[src/rtl/poly_horner_ctrl.sv]
// Sequencer for the Horner polynomial datapath: walks coefficient addresses N..0
// and issues acc_load / mac_en strobes spaced by the multiply-accumulate latency.
module poly_horner_ctrl #(
  parameter int DEG_W   = 4,
  parameter int MAC_LAT = 2
) (
  input  logic             clk,
  input  logic             reset,
  input  logic             start,
  input  logic [DEG_W-1:0] degree,
  input  logic             abort,
  output logic             ready,
  output logic             busy,
  output logic [DEG_W-1:0] coef_addr,
  output logic             acc_load,
  output logic             mac_en,
  output logic             done
);

  typedef enum logic [2:0] {
    IDLE = 3'd0,
    LOAD = 3'd1,
    MAC  = 3'd2,
    WAIT = 3'd3,
    DONE = 3'd4
  } state_t;

  // MAC already spends one cycle of the latency, WAIT's zero-count cycle another.
  localparam logic [3:0] WAIT_INIT = (MAC_LAT >= 2) ? 4'(MAC_LAT - 2) : 4'd0;

  state_t           state_reg, state_next;
  logic [DEG_W-1:0] idx_reg, idx_next;
  logic [DEG_W-1:0] addr_reg, addr_next;
  logic [3:0]       wait_reg, wait_next;
  logic             step_next;

  always_ff @(posedge clk or negedge reset) begin
    if (!reset) begin
      state_reg <= IDLE;
      idx_reg   <= '0;
      addr_reg  <= '0;
      wait_reg  <= '0;
    end else begin
      state_reg <= state_next;
      idx_reg   <= idx_next;
      addr_reg  <= addr_next;
      wait_reg  <= wait_next;
    end
  end

  always_comb begin
    state_next = state_reg;
    idx_next   = idx_reg;
    addr_next  = addr_reg;
    wait_next  = wait_reg;
    step_next  = 1'b0;

    case (state_reg)
      IDLE: begin
        if (start && !abort) begin
          idx_next   = degree;
          addr_next  = degree;
          state_next = LOAD;
        end
      end
      LOAD: step_next = 1'b1;
      MAC: begin
        if (MAC_LAT == 1) begin
          step_next = 1'b1;
        end else begin
          wait_next  = WAIT_INIT;
          state_next = WAIT;
        end
      end
      WAIT: begin
        if (wait_reg != 4'd0) wait_next = wait_reg - 4'd1;
        else                  step_next = 1'b1;
      end
      DONE:    state_next = IDLE;
      default: state_next = IDLE;
    endcase

    // Shared exit: finish at index 0, otherwise step to the next lower coefficient.
    if (step_next) begin
      if (idx_reg == '0) begin
        state_next = DONE;
      end else begin
        idx_next   = idx_reg - 1'b1;
        addr_next  = idx_reg - 1'b1;
        state_next = MAC;
      end
    end

    if (abort && state_reg != IDLE) begin
      state_next = IDLE;
      idx_next   = idx_reg;
      addr_next  = addr_reg;
    end
  end

  assign ready     = (state_reg == IDLE);
  assign busy      = (state_reg != IDLE);
  assign acc_load  = (state_reg == LOAD);
  assign mac_en    = (state_reg == MAC);
  assign done      = (state_reg == DONE);
  assign coef_addr = addr_reg;

endmodule

[config.mk]
export PLATFORM = sky130hd
export DESIGN_NAME = poly_horner_ctrl
export DESIGN_NICKNAME = d
export VERILOG_FILES = /design/src/rtl/poly_horner_ctrl.sv
export SDC_FILE = /design/constraint.sdc
export NUM_CORES = 1
export LEC_CHECK = 0
export CORE_ASPECT_RATIO = 1.25
export CORE_MARGIN = 2
export CORE_UTILIZATION = 50
export DETAILED_ROUTE_END_ITERATION = 16
export HOLD_SLACK_MARGIN = 0.03
export PLACE_DENSITY = 0.75
export SETUP_SLACK_MARGIN = 0.3
export SYNTH_ARGS = -nofsm -noshare
export SYNTH_HDL_FRONTEND = slang
export SYNTH_SLANG_ARGS = --single-unit
[constraint.sdc]
create_clock -name clk -period 2.1 [get_ports clk]
set_input_delay 0.42 -clock clk [delete_from_list [all_inputs] [get_ports clk]]
set_output_delay 0.42 -clock clk [all_outputs]
set_load 0.005 [all_outputs]
==> results of run 1 <==
-- how the worst min path moves through the flow --
| stage | startpoint | endpoint | slack [ns] | depth (start not counted) |
|---|---|---|---|---|
| after floorplan | reset | coef_addr[0]$_DFFE_PN0P_ | 0.12 | 0 |
| after CTS | reset | coef_addr[3]$_DFFE_PN0P_ | 0.43 | 2 |
| after detailed placement | coef_addr[1]$_DFFE_PN0P_ | coef_addr[1]$_DFFE_PN0P_ | 0.49 | 1 |
| after global placement | coef_addr[1]$_DFFE_PN0P_ | coef_addr[1]$_DFFE_PN0P_ | 0.51 | 1 |
| after global routing | reset | coef_addr[0]$_DFFE_PN0P_ | 0.46 | 2 |
| final | reset | coef_addr[3]$_DFFE_PN0P_ | 0.42 | 2 |
-- cells in the mapped netlist, drive strengths merged (2+ instances only) --
master,count,area share
nor3,3,0.017
dfrtp,15,0.42
nor2b,2,0.014
buf,2,0.025
a21oi,4,0.023
nand3,2,0.011
or3b,2,0.020
nand2b,2,0.014
inv,10,0.042
o211ai,2,0.017
a22o,2,0.020
ha,3,0.042
xor2,3,0.030
o21ai,4,0.027
nor2,6,0.025
nor3b,2,0.030
nand4,3,0.021
o22ai,4,0.028
a22oi,3,0.025
nand2,2,0.0084
o2bb2ai,2,0.020
-- per-stage QoR --
stage	std cells	utilization
2_1_floorplan	92	-
4_1_cts	144	0.715
3_5_place_dp	129	0.630
5_1_grt	149	0.787
3_3_place_gp	129	0.630
6_report	149	0.787
-- power by group through the flow --
stage	logic [mW]	clock network, mW	registers, mW
after floorplan	0.293	0	0.432
after global placement	0.487	0	0.438
after detailed placement	0.488	0	0.440
after CTS	0.570	0.173	0.428
after global routing	0.746	0.190	0.448
final	0.702	0.176	0.442
-- repair_timing --
item / CTS / global route
pin swaps: 7 / 4
setup buffers: 11 / 5
resized for setup: 16 / 19
endpoints found under the hold margin: 0 / 0
setup endpoints to repair: 13 / 12
-- cells by family (layout without fill, tap and decap cells) --
family	Yosys count	count (layout)	share of synthesized area
xor+xnor	4	4	0.0394
simple gates	30	30	0.207
fa+ha+maj	3	3	0.0422
compound gates	27	27	0.218
buf+inv	13	51	0.0717
flops	15	15	0.422
-- metal layers --
layer / wire length, um / part of all wire
met1: 1070 / 0.40
met2: 1420 / 0.53
met3: 91 / 0.034
met4: 87 / 0.033
met5: 0 / 0
-- area by class of cell --
class | count | area [um^2]
Timing Repair Buffer | 37 | 332
Fill cell | 114 | 367
Clock inverter | 1 | 5.00
Tap cell | 19 | 23.8
Sequential cell | 15 | 375
Multi-Input combinational cell | 64 | 558
Inverter | 10 | 40.0
Clock buffer | 3 | 22.5
-- worst max-delay path: stages, from the launching register on --
cell	delay (ns)
dfrtp_1	0.42
buf_6	0.13
or3_4	0.34
inv_1	0.08
dlygate4sd2_1	0.23
==> key figures, run 1 <==
Setup path
  – R2R setup slack: 0.20 ns
  – Beginning of the critical path: state_reg[2]$_DFFE_PN0P_
  – Worst r2r src: state_reg[2]$_DFFE_PN0P_
  – Worst Setup EP: ready
  – CP max FO: 3
  – Critical path class: reg -> out
  – Startpoint types: register
  – FF-to-FF End: idx_reg[0]$_DFFE_PN0P_
  – CP arrival: 1.50 ns
  – WP data required: 1.68 ns
  – Worst setup EP type: output port
  – FF-to-FF path depth: 6

Drt
  – WL final: 2670 um
  – Final routed DRC violation total: 0
  – Antenna violation net count after detailed routing: 0
  – First-pass iteration count of the detailed router: 4
  – Number of vias per cell: 6.00
  – Vias: 894
  – Routed WL per cell: 17.9 um
  – Number of DRC markers in iteration 0: 14

Floorplanning
  – Die width: 41.7 um
  – Core outline area: 1720 um^2
  – Die ar.: 2130 um^2
  – Die Y: 51.2 um
  – Site Rows: 17
  – Starting Density: 0.516
  – Ports: 17

Clock tree
  – Clock Tree Root: clkbuf_4
  – CTS clk-pin slew, worst paths: 0.09 ns
  – Clock Sinks: 15
  – Hold bufs inserted after CTS: 0
  – Clk buf depth: 2
  – CTS tree: yes
  – H-tree levels: 1
  – Skew-Pair Late Insertion Delay: 0.30 ns
  – Cts bufs inserted: 3

Cells and area
  – Layout Nets: 142
  – Synthesis-to-finish area growth: 52.5%
  – Most frequent cells in the layout: dfrtp_1 (15), buf_4 (15), clkdlybuf4s50_1 (11)
  – Diodes inserted: 0
  – Post-route cell area: 1360 um^2
  – Share of cells above drive strength 1: 0.338

Global routing
  – Initial antenna violation count: 0
  – Total track usage: 0.240
  – Remaining Overflow, GRT: 0
  – GR peak layer: met2
  – Met2 Use GR: 0.406
  – First-pass GRT wire length: 3880 um
  – Met3 Use GR: 0.0318
  – GRT met1 Usage: 0.291
  – Number of global-route vias before repair: 851
  – Largest net degree at the start of global routing: 16

STA
  – Final worst slack: 0.176 ns
  – Hold_ws: 0.422 ns
  – Worst-Margin Slew: 0.570 ns
  – RSZ-0062 raised after global routing: yes
  – Fmax: 520 MHz
  – Slew Viols, Final: 0
  – Final Cycle Share: 0.916
  – Final hold vios: 0
  – Crit path time final: 1.92 ns
  – Worst slew margin: 0.617
  – Clock skew: 0.000754 ns
  – TNS Setup: 0 ns
  – # setup viols final: 0

Synth
  – Most used DFF post-synth: dfrtp_1
  – Ys async rst share: 1.00
  – Synth cell types: 37
  – Mapped Cells: 92
  – EDFF count, synth: 0
  – Post-synthesis cell area: 890 um^2
  – Syn Nets: 103
  – Yosys Warn Count: 0
  – Yosys reg bits: 15
  – Syn avg cell area: 9.67 um^2
  – Sequential share of the synthesized area: 0.422

Power and ir drop
  – PwrDens: 973 nW/um^2
  – Power share of the sequential group: 0.335
  – Clock share of power: 0.133
  – Psw: 0.500 mW
  – Lkg Pwr: 0.605 nW
  – Sw frac: 0.379
  – Tot Pwr: 1.32 mW
  – Combinational fraction of design power: 0.532
  – Peak VDD IR: 0.000749 V
  – Internal power: 0.819 mW

Min path
  – Worst min path class: in -> async

Outcome
  – Outcome: finished, final reports clean

Placement
  – Dpl ws: 0.182 ns
  – Gpl congestion: 0.800
  – Port-buffer cells: 16
  – Placed wire-length estimate: 1470 um
  – Placed cell areas: 1080 um^2

Job
  – MaxCap Viol Count: 0
Power figures use the tool's default switching activity.
==> run 2: changes to the inputs <==
--- a/config.mk
+++ b/config.mk
@@ -10,6 +10,7 @@
 export CORE_UTILIZATION = 50
 export DETAILED_ROUTE_END_ITERATION = 16
 export HOLD_SLACK_MARGIN = 0.03
+export MAX_ROUTING_LAYER = met4
 export PLACE_DENSITY = 0.75
 export SETUP_SLACK_MARGIN = 0.3
 export SYNTH_ARGS = -nofsm -noshare
==> key figures, run 2 (synthesized netlist as in run 1, its figures left out) <==
Outcome
  – Outcome: finished, final reports clean

Power and ir drop
  – Peak VDD IR: 0.000749 V
  – Lkg Pwr: 0.605 nW
  – PwrDens: 973 nW/um^2

Placement
  – Dpl ws: 0.182 ns
  – Gpl congestion: 0.812
  – Port-buffer cells: 16
  – Placed wire-length estimate: 1470 um

Clock tree
  – H-tree levels: 1
  – Cts bufs inserted: 3
  – Skew-Pair Late Insertion Delay: 0.30 ns
  – Clock Sinks: 15
  – CTS clk-pin slew, worst paths: 0.09 ns
  – Clock Tree Root: clkbuf_4
  – Clk buf depth: 2
  – CTS tree: yes
  – Hold bufs inserted after CTS: 0

Floorplanning
  – Site Rows: 17
  – Ports: 17
  – Die ar.: 2130 um^2
  – Core outline area: 1720 um^2
  – Die Y: 51.2 um
  – Starting Density: 0.516
  – Die width: 41.7 um

Drt
  – Vias: 893
  – First-pass iteration count of the detailed router: 4
  – WL final: 2660 um
  – Final routed DRC violation total: 0
  – Number of vias per cell: 5.99
  – Routed WL per cell: 17.8 um
  – Number of DRC markers in iteration 0: 17
  – Antenna violation net count after detailed routing: 0

STA
  – Worst slew margin: 0.617
  – RSZ-0062 raised after global routing: yes
  – Final Cycle Share: 0.915
  – Worst-Margin Slew: 0.570 ns
  – Final worst slack: 0.178 ns
  – TNS Setup: 0 ns
  – Final hold vios: 0
  – Clock skew: 0.000864 ns
  – Fmax: 520 MHz
  – Slew Viols, Final: 0
  – # setup viols final: 0
  – Crit path time final: 1.92 ns

Global routing
  – Initial antenna violation count: 0
  – Number of global-route vias before repair: 853
  – First-pass GRT wire length: 3870 um
  – Largest net degree at the start of global routing: 16
  – Remaining Overflow, GRT: 0
  – Total track usage: 0.246

Setup path
  – WP data required: 1.68 ns
  – CP arrival: 1.50 ns
  – Startpoint types: register
  – Critical path class: reg -> out
  – Largest incremental delay on the critical path: 0.42 ns
  – Crit-path cells: buf_6 > or3_4 > inv_1 > dlygate4sd2_1
  – Slowest-stage cell, CP: dfrtp_1
  – Worst setup EP type: output port
  – CP max FO: 3

Cells and area
  – Synthesis-to-finish area growth: 52.5%
  – Diodes inserted: 0
  – Share of cells above drive strength 1: 0.338
  – Layout Nets: 142
  – Most frequent cells in the layout: dfrtp_1 (15), buf_4 (15), clkdlybuf4s50_1 (11)

Job
  – MaxCap Viol Count: 0

Min path
  – Worst min path class: in -> async
==> run 2: cell counts in the layout (fill, tap and decap cells not counted) <==
Identical to the previous run, type by type.
==> run 2: final timing paths <==
kind	cells after the start	startpoint	slack (ns)	endpoint
max	4	state_reg[2]$_DFFE_PN0P_	0.18	ready
min	2	reset	0.42	coef_addr[3]$_DFFE_PN0P_
max reg2reg	6	state_reg[2]$_DFFE_PN0P_	0.20	idx_reg[0]$_DFFE_PN0P_
min reg2reg	1	coef_addr[1]$_DFFE_PN0P_	0.53	coef_addr[1]$_DFFE_PN0P_
max in group asynchronous	2	reset	1.50	state_reg[2]$_DFFE_PN0P_
min in group clk	1	coef_addr[1]$_DFFE_PN0P_	0.53	coef_addr[1]$_DFFE_PN0P_
==> run 2: area by class of cell <==
type | instances | area [um^2]
Inverter | 10 | 40.0
Clock buffer | 3 | 22.5
Clock inverter | 1 | 5.00
Sequential cell | 15 | 375
Timing Repair Buffer | 37 | 332
Tap cell | 19 | 23.8
Multi-Input combinational cell | 64 | 558
Fill cell | 114 | 367
==> run 2: routing by layer <==
| layer | track usage | part of all wire | vias to the layer above |
|---|---|---|---|
| met1 | 0.289 | 0.40 | 440 |
| met4 | 0.140 | 0.033 | 0 |
| li1 | - | - | 418 |
| met2 | 0.406 | 0.53 | 26 |
| met5 | - | 0 | - |
| met3 | 0.0318 | 0.035 | 9 |
==> run 2: stage by stage <==
step                power, mW  utilization  std cells  instance area (um^2)  hold WS, ns
floorplan               0.725            -         92                   890        0.124
global placement        0.925        0.630        129                  1080        0.510
detailed placement      0.928        0.630        129                  1080        0.495
CTS                      1.17        0.715        144                  1230        0.429
global route             1.38        0.787        149                  1360        0.461
finish                   1.32        0.787        149                  1360        0.422
==> run 2: timing repair <==
item | CTS | global route
setup endpoints to repair | 13 | 12
gates cloned | 0 | 0
gates resized for setup | 16 | 19
pin swaps | 7 | 4
setup buffers | 11 | 5
hold endpoints to repair | 0 | 0
==> run 2: report_power, final <==
group          total (mW)  internal (mW)  switching, mW  leakage [nW]
clock network       0.175         0.0712          0.104        0.0177
registers           0.442          0.371         0.0706         0.191
logic               0.702          0.377          0.325         0.396
==> run 2: worst max-delay path: cells and delay by family, from the launching register on <==
family                 cells  cell delay, ns
AND/OR/NAND/NOR            1            0.34
flip-flops                 1            0.42
buffers and inverters      3            0.44
==> run 3: changes to the inputs <==
--- a/config.mk
+++ b/config.mk
@@ -5,7 +5,7 @@
 export SDC_FILE = /design/constraint.sdc
 export NUM_CORES = 1
 export LEC_CHECK = 0
-export CORE_ASPECT_RATIO = 1.25
+export CORE_ASPECT_RATIO = 0.8
 export CORE_MARGIN = 2
 export CORE_UTILIZATION = 50
 export DETAILED_ROUTE_END_ITERATION = 16
==> key figures, run 3 (synthesized netlist as in run 1, its figures left out) <==
STA
  – Fmax: 530 MHz
  – Final Cycle Share: 0.898
  – Worst-Margin Slew: 0.711 ns
  – RSZ-0062 raised after global routing: yes
  – Worst slew margin: 0.525
  – Crit path time final: 1.89 ns
  – TNS Setup: 0 ns
  – Final hold vios: 0
  – Slew Viols, Final: 0
  – Clock skew: 0.00376 ns
  – # setup viols final: 0
  – Hold_ws: 0.528 ns

Drt
  – Vias: 941
  – Routed WL per cell: 19.1 um
  – Antenna violation net count after detailed routing: 0
  – Final routed DRC violation total: 0
  – First-pass iteration count of the detailed router: 4
  – Number of DRC markers in iteration 0: 29
  – Number of vias per cell: 6.15
  – WL final: 2920 um

Floorplanning
  – Site Rows: 13
  – Starting Density: 0.542
  – Die width: 51.2 um
  – Core outline area: 1640 um^2
  – Ports: 17
  – Die ar.: 2130 um^2
  – Die Y: 41.7 um

Power and ir drop
  – Internal power: 0.832 mW
  – Clock share of power: 0.127
  – Sw frac: 0.379
  – Peak VDD IR: 0.000918 V
  – PwrDens: 994 nW/um^2
  – Power share of the sequential group: 0.326
  – Psw: 0.508 mW
  – Tot Pwr: 1.34 mW
  – Lkg Pwr: 0.619 nW
  – Combinational fraction of design power: 0.547

Placement
  – Gpl congestion: 0.953
  – Port-buffer cells: 16
  – Placed wire-length estimate: 1510 um

Setup path
  – Worst setup EP type: register
  – CP max FO: 6
  – CP arrival: 2.08 ns
  – Critical path class: reg -> reg
  – Startpoint types: register
  – WP data required: 2.30 ns

Cells and area
  – Share of cells above drive strength 1: 0.374
  – Fillers: 94
  – Layout Nets: 143
  – Commonest non-fill, non-tap cell in the layout: buf_4
  – Most frequent cells in the layout: buf_4 (16), dfrtp_1 (15), clkdlybuf4s50_1 (11)
  – Diodes inserted: 0
  – Synthesis-to-finish area growth: 51.6%

Clock tree
  – Cts bufs inserted: 3
  – H-tree levels: 1
  – CTS clk-pin slew, worst paths: 0.09 ns
  – Skew-Pair Late Insertion Delay: 0.30 ns
  – Hold bufs inserted after CTS: 0
  – Clock Tree Root: clkbuf_4
  – CTS tree: yes
  – Clk buf depth: 2
  – Clock Sinks: 15

Global routing
  – Number of global-route vias before repair: 890
  – Total track usage: 0.260
  – First-pass GRT wire length: 4040 um
  – Initial antenna violation count: 0
  – Remaining Overflow, GRT: 0
  – Largest net degree at the start of global routing: 16

Min path
  – Worst min path class: reg -> reg

Outcome
  – Outcome: finished, final reports clean

Job
  – MaxCap Viol Count: 0
[run 3: path summary, 6_finish.rpt]
check	startpoint	endpoint	slack (ns)	depth (start not counted)
min reg2reg	coef_addr[3]$_DFFE_PN0P_	coef_addr[3]$_DFFE_PN0P_	0.53	1
min	coef_addr[3]$_DFFE_PN0P_	coef_addr[3]$_DFFE_PN0P_	0.53	1
max in group asynchronous	reset	coef_addr[2]$_DFFE_PN0P_	1.11	1
max	state_reg[2]$_DFFE_PN0P_	coef_addr[2]$_DFFE_PN0P_	0.21	7
max reg2reg	state_reg[2]$_DFFE_PN0P_	coef_addr[2]$_DFFE_PN0P_	0.21	7
min in group asynchronous	reset	state_reg[2]$_DFFE_PN0P_	0.54	1
[run 3: area by class of cell]
class                           instances  area (um^2)  area share
Clock buffer                            3         22.5      0.0167
Clock inverter                          1         5.00     0.00371
Inverter                               10         37.5      0.0278
Multi-Input combinational cell         64          543       0.403
Sequential cell                        15          375       0.278
Tap cell                               22         27.5      0.0204
Timing Repair Buffer                   38          338       0.250
[run 3: critical path: stages (launching register included)]
cell and delay [ns]:
dfrtp_1 0.42, buf_6 0.13, or3_4 0.35, buf_6 0.14
nor3b_4 0.24, o21ai_4 0.13, buf_6 0.14, a22oi_1 0.23
[run 3: repair_timing]
action	in CTS	in global routing
setup buffers	8	8
gates resized for setup	20	19
endpoints found under the hold margin	0	0
pin swaps	7	8
endpoints found under the setup margin	13	12
cloned	0	0
[run 3: power groups by stage]
stage	Sequential, mW	Combinational, mW	Clock [mW]
2_1_floorplan	0.432	0.293	0
3_3_place_gp	0.437	0.492	0
3_5_place_dp	0.437	0.495	0
4_1_cts	0.428	0.573	0.174
5_1_grt	0.443	0.773	0.186
6_report	0.436	0.733	0.171
[run 3: per-layer routing]
layer	share of wire	global-route usage	wire (um)
met2	0.46	0.369	1350
met3	0.074	0.0647	216
met5	0	-	0
met1	0.42	0.356	1240
met4	0.040	0.103	117
[run 3: per-stage QoR]
stage	area, um^2	util	setup WS [ns]	instances
detailed placement	1100	0.667	0.242	133
global placement	1100	0.667	0.251	133
finish	1350	0.821	0.215	153
floorplan	890	-	0.316	92
CTS	1220	0.743	0.133	145
global route	1350	0.821	0.158	153
